File: config.mk
export PLATFORM = sky130hd
export DESIGN_NAME = packet_receiver_flat
export DESIGN_NICKNAME = d
export VERILOG_FILES = /design/src/rtl/packet_receiver_if.sv /design/src/rtl/packet_receiver.sv /design/src/flat_wrapper.sv
export SDC_FILE = /design/constraint.sdc
export NUM_CORES = 1
export LEC_CHECK = 0
export CORE_UTILIZATION = 30
export DETAILED_ROUTE_END_ITERATION = 10
export PLACE_DENSITY = 0.63
export SLEW_MARGIN = 15
export SYNTH_ARGS = -nofsm -noshare
export SYNTH_HDL_FRONTEND = slang
export SYNTH_SLANG_ARGS = --single-unit
File: constraint.sdc
create_clock -name clk -period 5 [get_ports clk]
set_input_delay 0.5 -clock clk [delete_from_list [all_inputs] [get_ports clk]]
set_output_delay 0.5 -clock clk [all_outputs]
set_load 0.1 [all_outputs]
File: src/rtl/packet_receiver_if.sv
// -----------------------------------------------------------------------------
// packet_receiver_if
// Bundle of link-input, buffer-write and status signals around the packet
// receiver.
//   packet_valid / packet_in : byte-serial link from the far-end transmitter
//   wfull                    : input buffer has no free slot
//   we / waddr / wdata       : byte write into the current buffer slot
//   winc                     : commit the current slot (one-cycle pulse)
//   pkt_drop / pkt_err       : one-cycle status pulses
// Modports:
//   master : link driver and buffer side (drives link inputs and wfull)
//   slave  : the receiver (drives buffer writes and status)
// -----------------------------------------------------------------------------
interface packet_receiver_if #(
  parameter int UWIDTH    = 8,
  parameter int PTR_IN_SZ = 4
);
  logic                 packet_valid;
  logic [UWIDTH-1:0]    packet_in;
  logic                 wfull;
  logic                 we;
  logic [PTR_IN_SZ-1:0] waddr;
  logic [UWIDTH-1:0]    wdata;
  logic                 winc;
  logic                 pkt_drop;
  logic                 pkt_err;

  modport master (
    output packet_valid, packet_in, wfull,
    input  we, waddr, wdata, winc, pkt_drop, pkt_err
  );

  modport slave (
    input  packet_valid, packet_in, wfull,
    output we, waddr, wdata, winc, pkt_drop, pkt_err
  );
endinterface

File: src/rtl/packet_receiver.sv
// -----------------------------------------------------------------------------
// packet_receiver
// Receive side of the byte-serial packet link. Takes SRC, DST, SIZE,
// DATA[0..N-1], CRC, checks framing (and optionally the XOR checksum), writes
// the packet into one input-buffer slot and commits it with winc on the same
// edge as the last byte write.
//
// Ports:
//   clk  : clock, all state on rising edge
//   rst  : asynchronous active-low reset
//   bus  : packet_receiver_if.slave (link input, buffer write port, status)
//
// Build option:
//   CRC_CHECK_EN : when defined, the CRC byte is compared against the running
//                  XOR of SRC, DST, SIZE and DATA; a mismatch suppresses winc
//                  and pulses pkt_err. When undefined, no checksum logic is
//                  built and every framed packet is committed.
//
// State  | meaning
// -------+----------------------------------------------------------------
// IDLE   | waiting for a SRC byte; wfull sampled here only
// DST    | expecting DST byte (offset 1)
// SIZE   | expecting SIZE byte (offset 2); N = 0 is a length error
// DATA   | receiving N data bytes (offsets 3..2+N)
// CRC    | expecting CRC byte (offset 3+N); commit on this edge
// DROP   | discarding bytes until packet_valid drops
// -----------------------------------------------------------------------------
module packet_receiver #(
  parameter int UWIDTH    = 8,
  parameter int PTR_IN_SZ = 4,
  parameter int SIZE_BITS = 3
) (
  input logic              clk,
  input logic              rst,
  packet_receiver_if.slave bus
);

  typedef enum logic [2:0] {
    S_IDLE = 3'd0,
    S_DST  = 3'd1,
    S_SIZE = 3'd2,
    S_DATA = 3'd3,
    S_CRC  = 3'd4,
    S_DROP = 3'd5
  } state_t;

  localparam logic [PTR_IN_SZ-1:0] ADDR_ONE = PTR_IN_SZ'(1);
  localparam logic [SIZE_BITS-1:0] CNT_ONE  = SIZE_BITS'(1);

  state_t               r_state, w_state_nxt;
  logic [SIZE_BITS-1:0] r_cnt, w_cnt_nxt;
  logic [PTR_IN_SZ-1:0] r_waddr, w_waddr_nxt;
  logic [UWIDTH-1:0]    r_wdata, w_wdata_nxt;
  logic                 r_we, w_we_nxt;
  logic                 r_winc, w_winc_nxt;
  logic                 r_drop, w_drop_nxt;
  logic                 r_err, w_err_nxt;

  logic [SIZE_BITS-1:0] w_size_n;
  logic [PTR_IN_SZ-1:0] w_addr_inc;
  logic                 w_crc_ok;

  assign w_size_n   = bus.packet_in[SIZE_BITS-1:0];
  // Writes within a packet are at consecutive offsets, so every byte after
  // SRC lands one past the previous write.
  assign w_addr_inc = r_waddr + ADDR_ONE;

`ifdef CRC_CHECK_EN
  logic [UWIDTH-1:0] r_chk, w_chk_nxt;

  // Reload on the SRC write, accumulate on every later write. The CRC byte is
  // also folded in, which is harmless because the next SRC reloads.
  always_comb begin
    w_chk_nxt = r_chk;
    if (w_we_nxt) begin
      w_chk_nxt = (r_state == S_IDLE) ? bus.packet_in : (r_chk ^ bus.packet_in);
    end
  end

  always_ff @(posedge clk or negedge rst) begin
    if (!rst) r_chk <= '0;
    else      r_chk <= w_chk_nxt;
  end

  assign w_crc_ok = (bus.packet_in == r_chk);
`else
  assign w_crc_ok = 1'b1;
`endif

  // State and output registers
  always_ff @(posedge clk or negedge rst) begin
    if (!rst) begin
      r_state <= S_IDLE;
      r_cnt   <= '0;
      r_waddr <= '0;
      r_wdata <= '0;
      r_we    <= 1'b0;
      r_winc  <= 1'b0;
      r_drop  <= 1'b0;
      r_err   <= 1'b0;
    end else begin
      r_state <= w_state_nxt;
      r_cnt   <= w_cnt_nxt;
      r_waddr <= w_waddr_nxt;
      r_wdata <= w_wdata_nxt;
      r_we    <= w_we_nxt;
      r_winc  <= w_winc_nxt;
      r_drop  <= w_drop_nxt;
      r_err   <= w_err_nxt;
    end
  end

  // Next-state logic
  always_comb begin
    w_state_nxt = r_state;
    case (r_state)
      S_IDLE: if (bus.packet_valid) w_state_nxt = bus.wfull ? S_DROP : S_DST;
      S_DST:  w_state_nxt = bus.packet_valid ? S_SIZE : S_IDLE;
      S_SIZE: begin
        if (!bus.packet_valid)     w_state_nxt = S_IDLE;
        else if (w_size_n == '0)   w_state_nxt = S_DROP;
        else                       w_state_nxt = S_DATA;
      end
      S_DATA: begin
        if (!bus.packet_valid)     w_state_nxt = S_IDLE;
        else if (r_cnt == CNT_ONE) w_state_nxt = S_CRC;
        else                       w_state_nxt = S_DATA;
      end
      S_CRC:  w_state_nxt = S_IDLE;
      S_DROP: w_state_nxt = bus.packet_valid ? S_DROP : S_IDLE;
      default: w_state_nxt = S_IDLE;
    endcase
  end

  // Output / datapath next values. Strobes default low so they pulse for one
  // cycle; waddr/wdata hold their last value between writes.
  always_comb begin
    w_we_nxt    = 1'b0;
    w_winc_nxt  = 1'b0;
    w_drop_nxt  = 1'b0;
    w_err_nxt   = 1'b0;
    w_waddr_nxt = r_waddr;
    w_wdata_nxt = r_wdata;
    w_cnt_nxt   = r_cnt;
    case (r_state)
      S_IDLE: begin
        if (bus.packet_valid) begin
          if (bus.wfull) begin
            w_drop_nxt = 1'b1;
          end else begin
            w_we_nxt    = 1'b1;
            w_waddr_nxt = '0;
            w_wdata_nxt = bus.packet_in;
          end
        end
      end
      S_DST: begin
        if (bus.packet_valid) begin
          w_we_nxt    = 1'b1;
          w_waddr_nxt = w_addr_inc;
          w_wdata_nxt = bus.packet_in;
        end else begin
          w_err_nxt = 1'b1;
        end
      end
      S_SIZE: begin
        if (!bus.packet_valid || (w_size_n == '0)) begin
          w_err_nxt = 1'b1;
        end else begin
          w_we_nxt    = 1'b1;
          w_waddr_nxt = w_addr_inc;
          w_wdata_nxt = bus.packet_in;
          w_cnt_nxt   = w_size_n;
        end
      end
      S_DATA: begin
        if (bus.packet_valid) begin
          w_we_nxt    = 1'b1;
          w_waddr_nxt = w_addr_inc;
          w_wdata_nxt = bus.packet_in;
          w_cnt_nxt   = r_cnt - CNT_ONE;
        end else begin
          w_err_nxt = 1'b1;
        end
      end
      S_CRC: begin
        if (bus.packet_valid) begin
          // Last write and commit share the edge; the buffer relies on this.
          w_we_nxt    = 1'b1;
          w_waddr_nxt = w_addr_inc;
          w_wdata_nxt = bus.packet_in;
          w_winc_nxt  = w_crc_ok;
          w_err_nxt   = !w_crc_ok;
        end else begin
          w_err_nxt = 1'b1;
        end
      end
      default: ;
    endcase
  end

  assign bus.we       = r_we;
  assign bus.waddr    = r_waddr;
  assign bus.wdata    = r_wdata;
  assign bus.winc     = r_winc;
  assign bus.pkt_drop = r_drop;
  assign bus.pkt_err  = r_err;

endmodule
File: src/flat_wrapper.sv
// flat-port wrapper written by rule: the top's interface ports become plain ports
module packet_receiver_flat 
#(
  parameter int UWIDTH    = 8,
  parameter int PTR_IN_SZ = 4,
  parameter int SIZE_BITS = 3
)
  (clk, rst, bus_packet_valid, bus_packet_in, bus_wfull, bus_we, bus_waddr, bus_wdata, bus_winc, bus_pkt_drop, bus_pkt_err);
  packet_receiver_if #(.UWIDTH(UWIDTH), .PTR_IN_SZ(PTR_IN_SZ)) bus_i ();
  input logic clk;
  input logic rst;
  input wire logic [$bits(bus_i.packet_valid)-1:0] bus_packet_valid;
  input wire logic [$bits(bus_i.packet_in)-1:0] bus_packet_in;
  input wire logic [$bits(bus_i.wfull)-1:0] bus_wfull;
  output wire logic [$bits(bus_i.we)-1:0] bus_we;
  output wire logic [$bits(bus_i.waddr)-1:0] bus_waddr;
  output wire logic [$bits(bus_i.wdata)-1:0] bus_wdata;
  output wire logic [$bits(bus_i.winc)-1:0] bus_winc;
  output wire logic [$bits(bus_i.pkt_drop)-1:0] bus_pkt_drop;
  output wire logic [$bits(bus_i.pkt_err)-1:0] bus_pkt_err;
  assign bus_i.packet_valid = bus_packet_valid;
  assign bus_i.packet_in = bus_packet_in;
  assign bus_i.wfull = bus_wfull;
  assign bus_we = bus_i.we;
  assign bus_waddr = bus_i.waddr;
  assign bus_wdata = bus_i.wdata;
  assign bus_winc = bus_i.winc;
  assign bus_pkt_drop = bus_i.pkt_drop;
  assign bus_pkt_err = bus_i.pkt_err;
  packet_receiver #(.UWIDTH(UWIDTH), .PTR_IN_SZ(PTR_IN_SZ), .SIZE_BITS(SIZE_BITS)) u_core (.clk(clk), .rst(rst), .bus(bus_i));
endmodule
; ---- Word level (Yosys, flattened, before mapping)
; Index checks and enable logic that the tools add are counted.
[totals]
regBits = 22
output_inout_bits = 16
[op_classes]
addsub = 2
eq_ne = 11
muxes = 34
n_reduce_logical = 9
[op_table]
columns = op, n
row1 = $mux 8, 4
row2 = $mux 3, 9
row3 = $pmux 8 s3, 1
row4 = $mux 4, 4
row5 = $pmux 3 s5, 1
row6 = $pmux 4 s3, 1
row7 = $mux 1, 10
row8 = $ne 2x2->1 const B, 4
row9 = $eq 3x1->1 const B, 2
row10 = $eq 3x2->1 const B, 2
row11 = $eq 3x3->1 const B, 2
row12 = $logic_not 3->1, 2
row13 = $pmux 3 s2, 1
row14 = $reduce_and 5->1, 1
row15 = $add 4x1->4 const B, 1
row16 = $pmux 1 s3, 1
row17 = $reduce_and 3->1, 1
row18 = $reduce_bool 3->1, 1
row19 = $reduce_or 3->1, 1
row20 = $sub 3x1->3 const B, 1
row21 = $mux 2, 1
row22 = $ne 2x1->1 const B, 1
row23 = $pmux 1 s2, 1
row24 = $reduce_bool 2->1, 1
row25 = other kinds (2), 2

; ---- Longest topological paths before layout
; Gate-level depths: netlist of the first run.
[depth]
ltp_word = 4
ltp_mapped = 6
mapped_depth_nobuf = 6

; ---- Worst setup path before layout of the first run
; No wires, ideal clock.
[synth_path]
path_kind = register -> register
from = reg u_core.r_waddr[0], in the netlist u_core.bus.waddr[0]
to = reg u_core.r_waddr[1], in the netlist u_core.bus.waddr[1]
setup_ns = 0.128
t_arrival_ns = 1.706
t_required_ns = 4.872
slack_ns = 3.166
path_stages_with_launch = 4
n_path_buf = 0
period_less_slack_ns = 1.834
path_cell_list = dfrtp_1 ha_1 and3_1 mux2_1
[synth_via]
elab_chain_cells = 3
word_cells_on_any_way = 4
classes_between = add/sub (1) / mux (3)
[synth_lines]
columns = element, line_no
row1 = from (decl), packet_receiver.sv:52  ; logic [PTR_IN_SZ-1:0] r_waddr, w_waddr_nxt;
row2 = from (signal assigned), packet_receiver.sv:104  ; r_waddr <= w_waddr_nxt;
row3 = $add 4x1->4 (*), packet_receiver.sv:66  ; assign w_addr_inc = r_waddr + ADDR_ONE;
row4 = "$mux 4, on equally long branches", n/a
row5 = $pmux 4 s3 (*), packet_receiver.sv:145  ; case (r_state)
; Mark *: on every way between the ends. The rest lies on a longest branch, timed or not. The select of a mux whose other input is x is not followed.
; A chain may end at the register's enable or synchronous reset.

; ---- Final worst setup path of the first run
[layout_path]
from = reg u_core.r_waddr[0], in the netlist u_core.bus.waddr[0]
to = out bus_waddr[0]
[layout_lines]
columns = element, line_no
row1 = to (decl), flat_wrapper.sv:16  ; output wire logic [$bits(bus_i.waddr)-1:0] bus_waddr;
; No word-level cell between the ends.

==> results of run 1 <==
## worst max path at each step
| stage | start | end | slack [ps] | depth (start not counted) |
|---|---|---|---|---|
| after floorplan | u_core.bus.waddr[0] | u_core.bus.waddr[1] | 3170 | 3 |
| after global placement | bus_packet_in[1] | u_core.bus.wdata[6] | 2680 | 6 |
| after detailed placement | bus_packet_in[1] | u_core.bus.wdata[4] | 2600 | 6 |
| after CTS | u_core.bus.waddr[0] | bus_waddr[0] | 2600 | 1 |
| after global routing | u_core.bus.waddr[0] | bus_waddr[0] | 2570 | 1 |
| final | u_core.bus.waddr[0] | bus_waddr[0] | 2620 | 1 |
## flip-flops by register name, indices dropped and copies added (netlist names)
signal / flops
u_core.bus.waddr: 4
u_core.bus.winc: 1
u_core.r_cnt: 3
u_core.r_state: 3
u_core.bus.pkt_drop: 1
u_core.bus.we: 1
u_core.bus.wdata: 8
u_core.bus.pkt_err: 1
## placed cells by master, fill, tap and decap left out, drive strengths merged, types with 2 or more instances in the layout
cell type and n:
a21oi 4, and3 5, clkbuf 4, clkdlybuf4s50 27, dfrtp 22, ha 3, inv 3, mux2 10
mux2i 2, nand2 8, nand2b 4, nand3 2, nor2 3, nor2b 3, nor3b 2, o211ai 2
o21a 2, o21ai 4
## final cells by class
| class | count | share of cell area |
|---|---|---|
| sequential | 22 | 0.3843 |
| timing repair buffer | 27 | 0.1886 |
| tap | 46 | 0.04017 |
| inverter | 3 | 0.007860 |
| clock buffer | 4 | 0.02533 |
| multi-input combinational | 68 | 0.3537 |
## power groups by stage
stage	Combinational (mW)	Sequential [mW]	Clock (mW)
after detailed placement	0.531	0.285	0
after CTS	0.532	0.281	0.0992
final	0.528	0.281	0.0964
after global placement	0.526	0.283	0
after floorplan	0.124	0.567	0
after global routing	0.554	0.291	0.109
## cells by family (layout without fill, tap and decap cells)
logic type / count (synthesis) / count (layout) / synth area share
and+or+nand+nor: 32 / 32 / 0.1684
DFF: 22 / 22 / 0.5006
AOI/OAI and AO/OA: 21 / 21 / 0.1343
muxes: 12 / 12 / 0.1240
buffers and inverters: 8 / 34 / 0.03868
adders and majority gates: 3 / 3 / 0.03413
## through the flow
step	worst slack (ps)	area, sq um	power (mW)	utilization
final	2616	1433	0.9060	0.4194
after CTS	2600	1433	0.9131	0.4194
after global routing	2567	1433	0.9538	0.4194
after detailed placement	2598	1396	0.8156	0.4088
after global placement	2683	1396	0.8089	0.4088
after floorplan	3166	1100	0.6912	-
## routing by layer
metal / up-vias / track usage
met5: - / 0
met4: 0 / 0.06105
met3: 4 / 0.02190
met2: 10 / 0.1916
met1: 382 / 0.1544
li1: 402 / -
==> flow_summary_export.csv, run 1 <==
group,metric,value,unit
outcome,status,"finished clean",
worst_setup_path,regToRegStartpoint,"u_core.r_state[0]",
die,die_x,62.55,microns
cts,cts_post_setup_buffers_inserted,0,
timing,period_share,0.4767,
placed_design,portBuffers,27,
cts,cts_root_buf,"clkbuf_4",
synth,synth.net_count,113,
pwr,p_int,0.4245,mW
worst_setup_path,reg2regPathDepth,5,
worst_setup_path,path_cells,"clkdlybuf4s50_1",
timing,drv_slew,0,
timing,setup_violations,0,
layout,final_cells,170,
synth,post-synth-top-count-cell,"dfrtp_1",
detailed_routing,avgRoutedWirePerCell,12.31,microns
detailed_routing,wl,2092,microns
min_path,holdPathStages,1,
cts,cts-resized-gates,0,
synth,yosys.area.top_type,"dfrtp_1",
worst_setup_path,cp_top_family,"buffers and inverters",
grt,grt_pass1_wl,3712,microns
timing,slew_headroom,0.3397,
worst_setup_path,reg2reg_to,"u_core.bus.wdata[4]",
layout,nFillCells,327,
synth,synthTopCellsByCount,"dfrtp_1 (22), nand2_1 (7), mux2_1 (6)",
worst_setup_path,crit_buf_inv,1,
detailed_routing,routed.top_layer,"met4",
detailed_routing,detailroute.wirelength.met2,994,microns
die,fp.dieH,62.55,microns
die,die_area,3912,sq um
detailed_routing,wl_met3,49,microns
pwr,peakVddDrop,312.9,uV
pwr,pwr-share-seq,0.311,
detailed_routing,wl_met1,1008,microns
cts,clock_tree.htree_level_count,1,
synth,synth.distinct_cells,39,
timing,clock_skew,5.440,ps
pwr,pwr_density_cell,632.4,nW/um^2
layout,multi_input_area,506.7,sq um
synth,ys.flop_type,"dfrtp_1",
cts,cts_sinks,22,
synth,synth.area.top_cells,"dfrtp_1 (50%), mux2_1 (6.1%), ha_1 (3.4%), mux2_2 (3.1%), nand2_1 (2.4%)",
worst_setup_path,rrSetupSlack,3060,ps
synth,synth-edff-count,0,
synth,syn_area,1100,sq um
grt,overflow,0,
synth,synth-async-reset-ratio,1.000,
grt,grt_usage,0.1199,
timing,period_minus_slack,2384,ps
pwr,power_frac_comb,0.583,
synth,synth_seq_cells,22,
min_path,holdPathEnd,"u_core.bus.wdata[5]",
worst_setup_path,crit_path_top_delay_cell,"clkdlybuf4s50_1",
synth,ys_seq_area_frac,0.5006,
cts,cts_inserted_buffers,3,
pwr,p_sw,0.4815,mW
worst_setup_path,cp-start-kind,"register",
grt,antenna_found_initial,0,
cts,cts_buffer_depth,2,
layout,drive_gt1_frac,0.1129,
timing,worst_pin_slew,987.3,ps
detailed_routing,drc,0,
pwr,power_frac_clock,0.106,
cts,insertion_delay,300,ps
layout,antenna_cells,0,
timing,rsz0062_at_grt,"false",
die,pin_count,28,
timing,setup-tns-final,0,ps
worst_setup_path,criticalPathCategory,"reg2out",
grt,first_global_vias,815,
timing,worst_hold_slack,495.0,ps
grt,grt_max_degree,23,
layout,area_growth,30.26,%
synth,syn_area_per_cell,11.22,sq um
placed_design,hpwlAfterDp,1599,microns
synth,synth_top_cell_area_share,0.5006,
min_path,min_from,"u_core.bus.wdata[5]",
timing,clock.fmax,0.4195,GHz
placed_design,finalWeightedCongestion,0.7752,
timing,hold_viol_final,0,
worst_setup_path,critical_path_required,4500,ps
pwr,p_leak,0.6229,nW
cts,hold_buffers,0,
detailed_routing,via_per_inst,4.694,
worst_setup_path,cp-end-kind,"primary output",
synth,netlist_instances,98,
placed_design,dp.cells,166,
synth,synth_warnings,0,
detailed_routing,drtPass1Iterations,4,
detailed_routing,vias,798,
worst_setup_path,cp_slowest_stage_delay,1160,ps
layout,fin_nets,140,
cts,cts_tree,"built",
detailed_routing,postRouteAntennaNets,0,
run,drv_cap,0,
pwr,swShare,0.5314,
worst_setup_path,cp.arrival,1880,ps
worst_setup_path,critPathMaxFanout,4,
die,placementRows,21,
die,core_area,3416,sq um
cts,path_clk_slew,110,ps
detailed_routing,drt_iter0_markers,12,
die,start_util,0.3220,
min_path,hold_path.class,"reg2reg",
layout,seqCellArea,550.5,sq um
(Power assumes the default switching activity.)
==> run 2, diff against run 1 <==
==> constraint.sdc (replaced) <==
create_clock -name clk -period 2.45 [get_ports clk]
set_input_delay 0.245 -clock clk [delete_from_list [all_inputs] [get_ports clk]]
set_output_delay 0.245 -clock clk [all_outputs]
set_load 0.1 [all_outputs]
==> run 2 against run 1 <==
Power increased by 110%. Utilization decreased by 0.48 points. Design area decreased by 1.1%. Via count increased by 2.1%. Sequential share of layout area increased by 0.44 points. Clock skew about the same. Critical path depth increased by 4. Setup slack got worse by 2100 ps. Hold slack got worse by 220 ps. Sequential power increased by 100%.
==> flow_summary_export.csv, run 2 (synthesized netlist as in run 1, its figures left out) <==
group,metric,value,unit
outcome,status,"finished clean",
die,pin_count,28,
cts,clock_tree.htree_level_count,1,
layout,final_cell_mix,"dfrtp_1 (22), buf_4 (17), clkdlybuf4s50_1 (11), nand2_1 (7), mux2_1 (6)",
grt,overflow,0,
worst_setup_path,crit_path_top_delay_cell,"dfrtp_1",
die,core_area,3416,sq um
detailed_routing,postRouteAntennaNets,0,
timing,slew_headroom,0.6506,
placed_design,portBuffers,27,
grt,grt_max_degree,23,
die,placementRows,21,
worst_setup_path,cp-start-kind,"register",
detailed_routing,avgRoutedWirePerCell,12.36,microns
worst_setup_path,cp-end-kind,"register",
timing,period_minus_slack,1959,ps
layout,final_common_cell,"dfrtp_1",
grt,first_global_vias,859,
cts,cts_root_buf,"clkbuf_4",
detailed_routing,drt_iter0_markers,16,
die,die_x,62.55,microns
layout,largest_reg_flops,8,
timing,clock.fmax,0.5104,GHz
die,start_util,0.3220,
grt,antenna_found_initial,0,
cts,cts-resized-gates,0,
timing,worst_pin_slew,522.4,ps
cts,cts_tree,"built",
cts,hold_buffers,0,
worst_setup_path,cp.arrival,2150,ps
detailed_routing,drc,0,
layout,antenna_cells,0,
worst_setup_path,path_cells,"nor2b_1 -> o32ai_1 -> nand2_2 -> inv_2 -> mux2_1",
worst_setup_path,cp_top_family,"flip-flops",
cts,insertion_delay,300,ps
grt,grt_usage,0.1269,
grt,grt_pass1_wl,3946,microns
cts,cts_post_setup_buffers_inserted,0,
layout,area_growth,28.78,%
pwr,p_leak,0.6547,nW
cts,cts_sinks,22,
worst_setup_path,criticalPathCategory,"reg2reg",
pwr,pwr_density_cell,1341,nW/um^2
placed_design,finalWeightedCongestion,0.7618,
worst_setup_path,critPathMaxFanout,13,
worst_setup_path,cp_slowest_stage_delay,570,ps
timing,period_share,0.7997,
detailed_routing,vias,815,
timing,setup-tns-final,0,ps
cts,path_clk_slew,120,ps
layout,drive_gt1_frac,0.2480,
detailed_routing,wl,2114,microns
min_path,hold_path.class,"in2async",
layout,fin_nets,141,
timing,hold_viol_final,0,
cts,cts_inserted_buffers,3,
pwr,power,1.899,mW
die,fp.dieH,62.55,microns
detailed_routing,via_per_inst,4.766,
timing,drv_slew,0,
worst_setup_path,critical_path_required,2650,ps
run,drv_cap,0,
die,die_area,3912,sq um
timing,clock_skew,5.127,ps
pwr,peakVddDrop,576.7,uV
worst_setup_path,crit_buf_inv,1,
detailed_routing,drtPass1Iterations,4,
timing,rsz0062_at_grt,"false",
placed_design,hpwlAfterDp,1584,microns
cts,cts_buffer_depth,2,
timing,setup_violations,0,
## run 2: final cells by class
type	instances	area (sq um)
inverter	3	11.26
clock buffer	3	22.52
sequential	22	550.5
fill	351	1999
multi-input combinational	68	506.7
clock inverter	1	30.03
timing repair buffer	28	237.7
tap	46	57.56
## run 2: stage by stage
| stage | util | cell area (sq um) | hold WS [ps] | instances | setup WS, ps |
|---|---|---|---|---|---|
| after floorplan | - | 1100 | -50.59 | 98 | 616.3 |
| after CTS | 0.4147 | 1416 | 272.0 | 171 | 493.9 |
| after global placement | 0.3993 | 1364 | 470.9 | 167 | 384.6 |
| after detailed placement | 0.3993 | 1364 | 477.3 | 167 | 340.6 |
| after global routing | 0.4147 | 1416 | 296.8 | 171 | 309.8 |
| final | 0.4147 | 1416 | 270.3 | 171 | 490.8 |
## run 2: layer usage
metal | GRT usage | wire [microns] | vias to the layer above
met4 | 0.07849 | 29 | 0
met2 | 0.2052 | 1051 | 12
met3 | 0.01642 | 33 | 2
met1 | 0.1601 | 999 | 397
li1 | - | - | 404
met5 | 0 | 0 | -
## run 2: worst reg2reg max path, cell delays in order (launching register included)
cell,delay (ps)
dfrtp_1,570
nor2b_1,110
o32ai_1,470
nand2_2,170
inv_2,180
mux2_1,340
## run 2: power breakdown
part	total [mW]	switching [mW]	internal, mW
clock network	0.274	0.108	0.165
registers	0.575	0.0990	0.476
logic	1.05	0.779	0.271
## run 2: worst paths after layout
path	slack [ps]	from	cells past startpoint	endpoint
max	490	u_core.r_state[2]	5	u_core.bus.wdata[4]
min	270	rst	2	u_core.bus.wdata[1]
max reg2reg	490	u_core.r_state[2]	5	u_core.bus.wdata[4]
min reg2reg	500	u_core.bus.wdata[7]	1	u_core.bus.wdata[7]
max in group asynchronous	1960	rst	2	u_core.bus.pkt_err
min in group clk	500	u_core.bus.wdata[7]	1	u_core.bus.wdata[7]
==> run 3, diff against run 2 <==
--- a/config.mk
+++ b/config.mk
@@ -7,7 +7,7 @@
 export LEC_CHECK = 0
 export CORE_UTILIZATION = 30
 export DETAILED_ROUTE_END_ITERATION = 10
-export PLACE_DENSITY = 0.63
+export PLACE_DENSITY = 0.65
 export SLEW_MARGIN = 15
 export SYNTH_ARGS = -nofsm -noshare
 export SYNTH_HDL_FRONTEND = slang
==> constraint.sdc (replaced) <==
create_clock -name clk -period 1.8 [get_ports clk]
set_input_delay 0.18 -clock clk [delete_from_list [all_inputs] [get_ports clk]]
set_output_delay 0.18 -clock clk [all_outputs]
set_load 0.1 [all_outputs]
==> run 3 against run 2 <==
Sequential share of layout area decreased by 2.0 points. Setup slack worse by 350 ps. First-iteration DRC count is 56% higher. Final cell count increased by 6.4%. Die area unchanged. Fmax rose by 18%. Via count grew 9.3%. Combinational power is 44% higher. Register-to-register slack got worse by 350 ps. Clock skew is 3.3 ps lower. Routed wire length grew 13%. Design area rose by 5.8%. Critical endpoint is now u_core.bus.wdata[3]. Largest cell class unchanged.
==> flow_summary_export.csv, run 3 (synthesized netlist as in run 1, its figures left out) <==
group,metric,value,unit
outcome,status,"finished clean",
cts,cts_inserted_buffers,3,
cts,cts_buffer_depth,2,
cts,cts_root_buf,"clkbuf_4",
grt,first_global_vias,900,
cts,cts_tree,"built",
detailed_routing,drt_iter0_markers,25,
grt,overflow,0,
worst_setup_path,cp.arrival,1870,ps
die,placementRows,21,
pwr,power,2.563,mW
layout,final_common_cell,"buf_4",
layout,antenna_cells,0,
grt,grt_max_degree,23,
placed_design,portBuffers,27,
grt,grt_usage,0.1340,
timing,clock_skew,1.796,ps
grt,antenna_found_initial,0,
layout,final_cell_mix,"buf_4 (28), dfrtp_1 (20), clkdlybuf4s50_1 (11), nand2_1 (7), mux2_1 (6)",
layout,fin_nets,152,
detailed_routing,drc,0,
worst_setup_path,cp-end-kind,"register",
detailed_routing,postRouteAntennaNets,0,
detailed_routing,drtPass1Iterations,4,
die,start_util,0.3220,
run,drv_cap,0,
detailed_routing,vias,891,
layout,drive_gt1_frac,0.3382,
timing,rsz0062_at_grt,"false",
timing,clock.fmax,0.6014,GHz
layout,seqCellArea,553.0,sq um
worst_setup_path,rrSetupSlack,140,ps
cts,cts_post_setup_buffers_inserted,0,
layout,nFillCells,351,
worst_setup_path,critical_path_required,2010,ps
cts,path_clk_slew,120,ps
worst_setup_path,critPathMaxFanout,9,
pwr,peakVddDrop,1029,uV
pwr,pwr_density_cell,1710,nW/um^2
die,pin_count,28,
timing,slew_headroom,0.7821,
detailed_routing,wl,2392,microns
layout,multi_input_area,520.5,sq um
worst_setup_path,criticalPathCategory,"reg2reg",
cts,clock_tree.htree_level_count,1,
detailed_routing,via_per_inst,4.896,
pwr,p_leak,0.7010,nW
worst_setup_path,cp-start-kind,"register",
timing,worst_pin_slew,323.4,ps
layout,fin_util,0.4388,
die,die_area,3912,sq um
timing,period_minus_slack,1663,ps
die,die_x,62.55,microns
layout,area_growth,36.29,%
timing,hold_viol_final,0,
grt,grt_pass1_wl,4112,microns
layout,largest_reg_flops,8,
timing,setup_violations,0,
timing,period_share,0.9237,
die,core_area,3416,sq um
timing,drv_slew,0,
placed_design,finalWeightedCongestion,0.8260,
cts,cts_sinks,22,
die,fp.dieH,62.55,microns
min_path,hold_path.class,"in2async",
detailed_routing,avgRoutedWirePerCell,13.14,microns
cts,insertion_delay,320,ps
placed_design,hpwlAfterDp,1838,microns
[run 3: cell types whose count changed in the layout (fill, tap and decap cells not counted)]
| cell | previous run | this run |
|---|---|---|
| bufinv_16 | 1 | 0 |
| dfrtp_1 | 22 | 20 |
| o32ai_1 | 1 | 0 |
| nor4_2 | 0 | 1 |
| dfrtp_2 | 0 | 2 |
| buf_4 | 17 | 28 |
| clkbuf_8 | 0 | 1 |
| nor4_1 | 1 | 0 |
| o32ai_2 | 0 | 1 |
[run 3: path summary, 6_finish.rpt]
kind,startpoint,endpoint,cells past startpoint
setup / recovery,u_core.r_state[0],u_core.bus.wdata[3],5
hold / removal,rst,u_core.bus.waddr[2],2
setup reg to reg,u_core.r_state[0],u_core.bus.wdata[3],5
hold reg to reg,u_core.bus.waddr[0],u_core.bus.waddr[0],1
max in group asynchronous,rst,u_core.bus.waddr[1],2
min in group clk,bus_wfull,u_core.bus.pkt_drop,2
[run 3: worst max-delay path, stage by stage, from the launching register on]
cell and delay (ps):
dfrtp_1 500, nor4_2 340, o32ai_2 150, nand2_2 140, inv_2 100, mux2_1 320
[run 3: per-stage QoR]
stage / setup TNS [ps] / setup slack [ps] / area [sq um] / std cells / hold WS, ps
6_report: 0 / 137.3 / 1499 / 182 / 209.7
2_1_floorplan: 0 / 212.8 / 1102 / 98 / -115.6
3_5_place_dp: -1076 / -155.6 / 1449 / 178 / 491.7
5_1_grt: 0 / 11.43 / 1499 / 182 / 225.7
3_3_place_gp: -1187 / -152.7 / 1449 / 178 / 478.8
4_1_cts: 0 / 55.13 / 1485 / 182 / 206.9
[run 3: cell type report]
cell class / count / area share
flip-flops and latches: 22 / 0.3689
repair buffers: 39 / 0.2137
inverters: 3 / 0.007513
multi-input cells: 68 / 0.3472
well taps: 46 / 0.03840
clock buffers: 4 / 0.02421
[run 3: timing repair]
item                                    4_1_cts  5_1_grt
resized for setup                             0        2
hold buffers                                  0        0
endpoints found under the setup margin        0        6
[run 3: routing by layer]
metal,track usage,vias up,routed length [microns]
met4,0.04360,0,27
li1,-,426,-
met3,0.04927,4,150
met2,0.2228,27,1206
met5,0,-,0
met1,0.1592,434,1007
[run 3: power breakdown]
part / total, mW / leakage, nW / internal, mW / switching [mW]
Combinational: 1.51 / 0.408 / 0.413 / 1.10
Sequential: 0.779 / 0.272 / 0.653 / 0.126
Clock: 0.275 / 0.0210 / 0.124 / 0.152
